## config.mk

```make
export PLATFORM = sky130hd
export DESIGN_NAME = fifo_uart_tx_flat
export DESIGN_NICKNAME = d
export VERILOG_FILES = /design/src/rtl/fifo_uart_tx_if.sv /design/src/rtl/fifo_uart_tx.sv /design/src/flat_wrapper.sv
export SDC_FILE = /design/constraint.sdc
export NUM_CORES = 1
export LEC_CHECK = 0
export BUFFER_PORTS_ARGS = -buffer_cell sky130_fd_sc_hd__clkbuf_2
export CORE_MARGIN = 1.5
export CORE_UTILIZATION = 40
export CTS_BUF_LIST = sky130_fd_sc_hd__clkbuf_16
export DETAILED_ROUTE_END_ITERATION = 10
export SETUP_SLACK_MARGIN = 0.3
export SLEW_MARGIN = 20
export SYNTH_ARGS = -nofsm -noshare
export SYNTH_HDL_FRONTEND = slang
export SYNTH_SLANG_ARGS = --single-unit
export TNS_END_PERCENT = 50
```

## constraint.sdc

```tcl
create_clock -name clk -period 2.4 [get_ports clk]
set_input_delay 0.48 -clock clk [delete_from_list [all_inputs] [get_ports clk]]
set_output_delay 0.48 -clock clk [all_outputs]
set_load 0.01 [all_outputs]
```

## src/rtl/fifo_uart_tx_if.sv

```systemverilog
// -----------------------------------------------------------------------------
// fifo_uart_tx_if
//   Read-port bundle between the 16-bit word FIFO and its UART drain stage.
//   master : FIFO side   (drives fifo_empty, fifo_valid, fifo_dout; sees fifo_rd)
//   slave  : drain side  (sees fifo_empty, fifo_valid, fifo_dout; drives fifo_rd)
//   Signals:
//     fifo_empty  FIFO has no words
//     fifo_valid  read data valid, answers a fifo_rd pop
//     fifo_dout   16-bit read data
//     fifo_rd     one-cycle pop strobe
// -----------------------------------------------------------------------------
interface fifo_uart_tx_if;
    logic        fifo_empty;
    logic        fifo_valid;
    logic [15:0] fifo_dout;
    logic        fifo_rd;

    modport master (
        output fifo_empty,
        output fifo_valid,
        output fifo_dout,
        input  fifo_rd
    );

    modport slave (
        input  fifo_empty,
        input  fifo_valid,
        input  fifo_dout,
        output fifo_rd
    );
endinterface

```

## src/rtl/fifo_uart_tx.sv

```systemverilog
// -----------------------------------------------------------------------------
// fifo_uart_tx
//   Drain stage for the 16-bit word FIFO. While idle and enabled it pops one
//   word, then sends it on txd as two UART frames, low byte first.
//   Default framing is 8N1 (20 bit times per word). Defining the macro
//   UART_PARITY_EN adds an even-parity bit after the data bits of every byte
//   (22 bit times per word).
//
//   Parameter:
//     CLKS_PER_BIT  clk cycles per serial bit (>= 2)
//   Ports:
//     clk        system clock, rising edge
//     rst        asynchronous reset, active low
//     en         1 = allowed to fetch new words
//     fifo       FIFO read port (slave modport: empty/valid/dout in, rd out)
//     txd        serial line, idle high
//     busy       1 while the state machine is not idle
//     word_done  one-cycle pulse at the end of the high byte's stop bit
//     err        sticky: a pop was not answered by fifo_valid
//
//   Timing: txd is registered from the current state, so the line lags the
//   state machine by one cycle. The first start-bit edge appears two cycles
//   after fifo_rd rises, and word_done is delayed by the same extra cycle so
//   it lines up with the end of the stop bit on the line.
// -----------------------------------------------------------------------------
module fifo_uart_tx #(
    parameter int CLKS_PER_BIT = 868
) (
    input  logic          clk,
    input  logic          rst,
    input  logic          en,
    fifo_uart_tx_if.slave fifo,
    output logic          txd,
    output logic          busy,
    output logic          word_done,
    output logic          err
);

    localparam int            BW        = (CLKS_PER_BIT > 1) ? $clog2(CLKS_PER_BIT) : 1;
    localparam logic [BW-1:0] BAUD_LAST = BW'(CLKS_PER_BIT - 1);

    localparam logic [2:0] S_IDLE   = 3'd0;
    localparam logic [2:0] S_FETCH  = 3'd1;
    localparam logic [2:0] S_START  = 3'd2;
    localparam logic [2:0] S_DATA   = 3'd3;
    localparam logic [2:0] S_STOP   = 3'd4;
`ifdef UART_PARITY_EN
    localparam logic [2:0] S_PARITY = 3'd5;
`endif

    logic [2:0]    state_q,      state_d;
    logic [BW-1:0] baud_q,       baud_d;
    logic [2:0]    bit_idx_q,    bit_idx_d;
    logic          byte_sel_q,   byte_sel_d;
    logic [15:0]   shift_q,      shift_d;
    logic          txd_q,        txd_d;
    logic          fifo_rd_q,    fifo_rd_d;
    logic          busy_q,       busy_d;
    logic          done_early_q, done_early_d;
    logic          word_done_q,  word_done_d;
    logic          err_q,        err_d;

    logic [7:0]    cur_byte;
    logic          baud_end;

    assign cur_byte = byte_sel_q ? shift_q[15:8] : shift_q[7:0];
    assign baud_end = (baud_q == BAUD_LAST);

    always_comb begin
        state_d      = state_q;
        baud_d       = baud_q;
        bit_idx_d    = bit_idx_q;
        byte_sel_d   = byte_sel_q;
        shift_d      = shift_q;
        fifo_rd_d    = 1'b0;
        done_early_d = 1'b0;
        err_d        = err_q;

        case (state_q)
            S_IDLE: begin
                if (en && !fifo.fifo_empty) begin
                    fifo_rd_d = 1'b1;
                    state_d   = S_FETCH;
                end
            end
            S_FETCH: begin
                if (fifo.fifo_valid) begin
                    shift_d    = fifo.fifo_dout;
                    byte_sel_d = 1'b0;
                    baud_d     = '0;
                    bit_idx_d  = 3'd0;
                    state_d    = S_START;
                end else begin
                    // Pop went unanswered: flag it and give up on this word.
                    err_d   = 1'b1;
                    state_d = S_IDLE;
                end
            end
            S_START: begin
                if (baud_end) begin
                    baud_d  = '0;
                    state_d = S_DATA;
                end else begin
                    baud_d = baud_q + 1'b1;
                end
            end
            S_DATA: begin
                if (baud_end) begin
                    baud_d = '0;
                    if (bit_idx_q == 3'd7) begin
                        bit_idx_d = 3'd0;
`ifdef UART_PARITY_EN
                        state_d   = S_PARITY;
`else
                        state_d   = S_STOP;
`endif
                    end else begin
                        bit_idx_d = bit_idx_q + 3'd1;
                    end
                end else begin
                    baud_d = baud_q + 1'b1;
                end
            end
`ifdef UART_PARITY_EN
            S_PARITY: begin
                if (baud_end) begin
                    baud_d  = '0;
                    state_d = S_STOP;
                end else begin
                    baud_d = baud_q + 1'b1;
                end
            end
`endif
            S_STOP: begin
                if (baud_end) begin
                    baud_d = '0;
                    if (!byte_sel_q) begin
                        // High byte follows immediately, no idle gap.
                        byte_sel_d = 1'b1;
                        state_d    = S_START;
                    end else begin
                        byte_sel_d   = 1'b0;
                        done_early_d = 1'b1;
                        state_d      = S_IDLE;
                    end
                end else begin
                    baud_d = baud_q + 1'b1;
                end
            end
            default: begin
                state_d = S_IDLE;
            end
        endcase

        busy_d      = (state_d != S_IDLE);
        word_done_d = done_early_q;

        case (state_q)
            S_START:  txd_d = 1'b0;
            S_DATA:   txd_d = cur_byte[bit_idx_q];
`ifdef UART_PARITY_EN
            S_PARITY: txd_d = ^cur_byte;
`endif
            default:  txd_d = 1'b1;
        endcase
    end

    always_ff @(posedge clk or negedge rst) begin
        if (!rst) begin
            state_q      <= S_IDLE;
            baud_q       <= '0;
            bit_idx_q    <= 3'd0;
            byte_sel_q   <= 1'b0;
            shift_q      <= 16'h0000;
            txd_q        <= 1'b1;
            fifo_rd_q    <= 1'b0;
            busy_q       <= 1'b0;
            done_early_q <= 1'b0;
            word_done_q  <= 1'b0;
            err_q        <= 1'b0;
        end else begin
            state_q      <= state_d;
            baud_q       <= baud_d;
            bit_idx_q    <= bit_idx_d;
            byte_sel_q   <= byte_sel_d;
            shift_q      <= shift_d;
            txd_q        <= txd_d;
            fifo_rd_q    <= fifo_rd_d;
            busy_q       <= busy_d;
            done_early_q <= done_early_d;
            word_done_q  <= word_done_d;
            err_q        <= err_d;
        end
    end

    assign fifo.fifo_rd = fifo_rd_q;
    assign txd          = txd_q;
    assign busy         = busy_q;
    assign word_done    = word_done_q;
    assign err          = err_q;

endmodule

```

## src/flat_wrapper.sv

```systemverilog
// flat-port wrapper written by rule: the top's interface ports become plain ports
module fifo_uart_tx_flat 
#(
    parameter int CLKS_PER_BIT = 868
)
  (clk, rst, en, txd, busy, word_done, err, fifo_fifo_empty, fifo_fifo_valid, fifo_fifo_dout, fifo_fifo_rd);
  fifo_uart_tx_if fifo_i ();
  input  logic clk;
  input  logic rst;
  input  logic en;
  output logic txd;
  output logic busy;
  output logic word_done;
  output logic err;
  input wire logic [$bits(fifo_i.fifo_empty)-1:0] fifo_fifo_empty;
  input wire logic [$bits(fifo_i.fifo_valid)-1:0] fifo_fifo_valid;
  input wire logic [$bits(fifo_i.fifo_dout)-1:0] fifo_fifo_dout;
  output wire logic [$bits(fifo_i.fifo_rd)-1:0] fifo_fifo_rd;
  assign fifo_i.fifo_empty = fifo_fifo_empty;
  assign fifo_i.fifo_valid = fifo_fifo_valid;
  assign fifo_i.fifo_dout = fifo_fifo_dout;
  assign fifo_fifo_rd = fifo_i.fifo_rd;
  fifo_uart_tx #(.CLKS_PER_BIT(CLKS_PER_BIT)) u_core (.clk(clk), .rst(rst), .en(en), .fifo(fifo_i), .txd(txd), .busy(busy), .word_done(word_done), .err(err));
endmodule
```

Yosys cells after proc, flatten, opt, wreduce, memory -nomap -nowiden
Cells that the tools add are included.
- register bits: 39
- input bits: 21
- output and inout port bits: 5
- logic and storage cells: 65
- add/subtract/negate cells: 2
- $lt $le $gt $ge: 1
- equal/unequal tests: 9
- multiplexer cells: 28
- bitwise logic cells: 1
- reductions and logical operators: 13
- operator list (cell ; number):
    two-way mux 3 bit ; 8
    two-way mux 10 bit ; 2
    one-hot mux 10 bit (2 select lines) ; 1
    one-hot mux 3 bit (5 select lines) ; 1
    adder 10 x 1 -> 10 bit, second input constant ; 1
    == test 10 bit, second input constant ; 1
    two-way mux 1 bit ; 9
    two-way mux 8 bit ; 1
    == test 3 x 2 -> 1 bit, second input constant ; 2
    == test 3 bit, second input constant ; 2
    one-hot mux 3 bit (2 select lines) ; 1
    AND reduction 2 bit ; 3
    AND reduction 3 bit ; 2
    nonzero test 2 bit ; 3
    less-than comparator 3 x 4 -> 1 bit, second input constant ; 1
    two-way mux 2 bit ; 2
    inequality test 2 x 1 -> 1 bit, second input constant ; 2
    one-hot mux 1 bit (2 select lines) ; 2
    adder 3 x 1 -> 3 bit, second input constant ; 1
    binary-select mux 1 bit (select 3 bit) ; 1
    == test 3 x 1 -> 1 bit, second input constant ; 1
    logical NOT 3 bit ; 1
    nonzero test 3 bit ; 1
    OR reduction 3 bit ; 1
    other kinds (4) ; 4

Logic depth before layout (Yosys ltp)
- word-level depth: 5
- gate-level depth with buffers: 6
- gate-level depth less buffers: 6

Worst setup path after synthesis
OpenSTA, ideal clock, no wires.
- path kind: register to register
- from: register u_core.baud_q[0]
- to: register u_core.bit_idx_q[0]
- arrival: 1.785 ns
- slack: 0.482 ns
- cell stages (with the launch flop): 7
- buffers on the path: 1
- clock period less this slack: 1.918 ns
- path through: dfrtp_1 -> ha_1 -> or4b_4 -> or3_1 -> buf_6 -> o211ai_2 -> o41ai_2
- cells in the longest elaborated chain, start to end: 3
- RTL lines (element ; RTL line ; source):
    start, declared ; fifo_uart_tx.sv:52 ; logic [BW-1:0] baud_q, baud_d;
    start signal, assigned ; fifo_uart_tx.sv:183 ; baud_q <= baud_d;
    == test 10 bit ; fifo_uart_tx.sv:67 ; assign baud_end = (baud_q == BAUD_LAST);
    inequality test 2 x 1 -> 1 bit (no line) ; - ;
    AND reduction 3 bit (no line) ; - ;
    end signal, assigned ; fifo_uart_tx.sv:184 ; bit_idx_q <= bit_idx_d;
    end, declared ; fifo_uart_tx.sv:53 ; logic [2:0] bit_idx_q, bit_idx_d;
No other way between the ends.
A chain may end at the register's enable or synchronous reset.

Final worst setup path
- from: register u_core.baud_q[0]
- to: register u_core.bit_idx_q[2]
Same word-level chain as after synthesis.

==> flow_summary.json <==
{
  "wl_um": 3840,
  "setup_tns_ps": 0,
  "hold_class": "primary input to asynchronous set/reset pin",
  "areaGrowthSynthToFinish_pct": 17.8,
  "status": "finished clean",
  "use_met1_pct": 19.6,
  "finalClockSkew_ps": 3.80,
  "worst-setup-path-type": "register to register",
  "diodes": 0,
  "final_nets": 221,
  "maxSlewHeadroom_pct": 59.7,
  "dr_total_vias": 1404,
  "rows": 25,
  "ys_warn_count": 0,
  "layout-drive-gt1-share_pct": 33.3,
  "grtUsageMet3_pct": 4.83,
  "drt_iter0_markers": 69,
  "slew_viol_final": 0,
  "endpoint": "u_core.bit_idx_q[2]",
  "p_per_area_nw_per_um2": 567,
  "dp_hpwl_um": 2770,
  "crit_chain": "ha_1, or4b_4, or3_4, nor2_4, mux2i_1",
  "cts-htree-levels": 2,
  "ys_seq_area_share_pct": 50.2,
  "max_cap_violations": 0,
  "die_y_um": 72.8,
  "report.final.setup_viol": 0,
  "viasPerCell": 5.57,
  "dieArea_um2": 5300,
  "cp_num_buf_inv": 0,
  "worstSetupStartpointType": "register",
  "start_util_pct": 41.5,
  "antenna_found_initial": 0,
  "rr_worst_depth": 5,
  "io_pins": 26,
  "routedWlPerCell_um": 15.2,
  "path_max_fanout": 10,
  "finalHoldViolCount": 0,
  "portBuffers": 25,
  "drc": 0,
  "fin_crit_ps": 2010,
  "cts_root_buffer": "clkbuf_16",
  "finalCritPeriodShare_pct": 83.9,
  "cts_buffers": 5,
  "core-area_um2": 4690,
  "rsz0062_at_grt": "false",
  "antenna_left": 0,
  "grt_usage_pct": 16.5,
  "avgSynthCellArea_um2": 11.8,
  "syn_area_um2": 1950,
  "grt_remaining_overflow": 0,
  "ys_async_sr_fraction_pct": 100,
  "arrival_ps": 2210,
  "crit_path_max_incr_delay_ps": 510,
  "die_x_um": 72.8,
  "clkSinkCount": 39,
  "grt_max_degree": 40,
  "ys_types": 47,
  "cts_tree": "done",
  "clkSlewWorstSetupHoldPaths_ps": 50,
  "rrSetupSlack_ps": 390,
  "slowest_stage": "or4b_4",
  "cp-end-kind": "register",
  "place.gp.congestion": 0.885,
  "ys_seq_elements": 39,
  "path_depth": 5,
  "ys.flop_type": "dfrtp_1",
  "ir_drop_v": 0.000339,
  "grt_pass1_wl_um": 6640,
  "r2r-end": "u_core.bit_idx_q[2]",
  "top_usage_layer": "met2",
  "max_freq_ghz": 0.497,
  "ctsLongestPathBuffers": 2,
  "synth_fp_nets": 189,
  "critPathLaunch": "u_core.baud_q[0]",
  "hold_buffers": 0,
  "grt_pass1_vias": 1402,
  "use_met2_pct": 28.6,
  "p_leak_nw": 1.10,
  "r2r_start": "u_core.baud_q[0]",
  "clk_latency_ps": 280,
  "synth_edf_count": 0,
  "critPathTopFamily": "simple AND/OR/NAND/NOR gates",
  "holdWs_ps": 252,
  "cp.required_ps": 2590,
  "syn_inst": 165,
  "firstDrtPassIters": 4,
  "tightestPinTransition_ps": 601
}
-- worst min path at each step --
stage / from / to / slack, ps / cells past startpoint
after detailed placement: u_core.done_early_q / u_core.word_done / 340 / 0
final: rst / u_core.fifo.fifo_rd / 250 / 2
after CTS: rst / u_core.state_q[1] / 280 / 2
after global routing: rst / u_core.bit_idx_q[0] / 300 / 2
after global placement: u_core.done_early_q / u_core.word_done / 340 / 0
after floorplan: rst / u_core.baud_q[0] / 180 / 0
-- flip-flops by register name, indices dropped and copies added (netlist names), 3 cells and up --
name,flops
u_core.shift_q,16
u_core.baud_q,10
u_core.bit_idx_q,3
u_core.state_q,3
-- Yosys cell counts, drive strengths merged, types with 4 or more instances --
cell type  instances  area, µm²
nand2             10       37.5
mux2i              6       60.1
inv                7       26.3
nor3               5       41.3
nor2              12       52.6
dfrtp             38        951
a22o               4       35.0
o21ai              4       20.0
nand3              8       40.0
mux2              17        191
-- cells by family after synthesis --
family | share of synthesized area [%]
and+or+nand+nor | 15.8
DFF | 50.2
AOI/OAI and AO/OA | 11.1
muxes | 16.4
buffers and inverters | 3.28
xor gates and xnor gates | 1.35
adders and majority gates | 1.93
-- layout make-up --
class	instances	area, µm²
clock buffers	5	125
clock inverters	3	11.3
fillers	426	2400
inverters	7	26.3
multi-input cells	113	917
flip-flops and latches	39	977
well taps	54	67.6
repair buffers	31	170
-- where the power goes --
group	switching, W	internal, W	total, W
combinational	0.0000173	0.0000127	0.0000301
sequential	0	0.000658	0.000658
clock	0.000239	0.000373	0.000613
total	0.000256	0.00104	0.00130
-- layer usage --
layer  up-vias  part of all wire (%)
met5         -                     0
met4         0                   1.1
met3         4                   5.2
met2        40                    50
met1       689                    44
li1        671                     -
-- cells in the final DEF, fill, tap and decap left out, types with 4 or more instances in the layout --
cell type | netlist | layout
a22o_1 | 4 | 4
buf_4 | 2 | 6
clkbuf_16 | 0 | 5
clkbuf_2 | 0 | 25
dfrtp_1 | 38 | 38
inv_1 | 7 | 8
mux2_2 | 17 | 17
mux2i_1 | 6 | 6
nand2_1 | 10 | 10
nand3_1 | 8 | 8
nor2_1 | 11 | 11
-- what timing repair did --
action                     CTS  global route
resized for setup            1             1
pin swaps                    0             1
setup endpoints to repair    4             7
setup buffers                0             1
-- per-stage QoR --
stage / instances / util, % / worst slack, ps / area [µm²] / power (W)
floorplan: 165 / - / 482 / 1950 / 0.000670
global placement: 243 / 45.6 / 336 / 2140 / 0.000699
detailed placement: 243 / 45.6 / 228 / 2140 / 0.000701
CTS: 251 / 48.6 / 303 / 2280 / 0.00132
global route: 252 / 48.9 / 303 / 2290 / 0.00135
finish: 252 / 48.9 / 387 / 2290 / 0.00130
(Power assumes the default switching activity.)
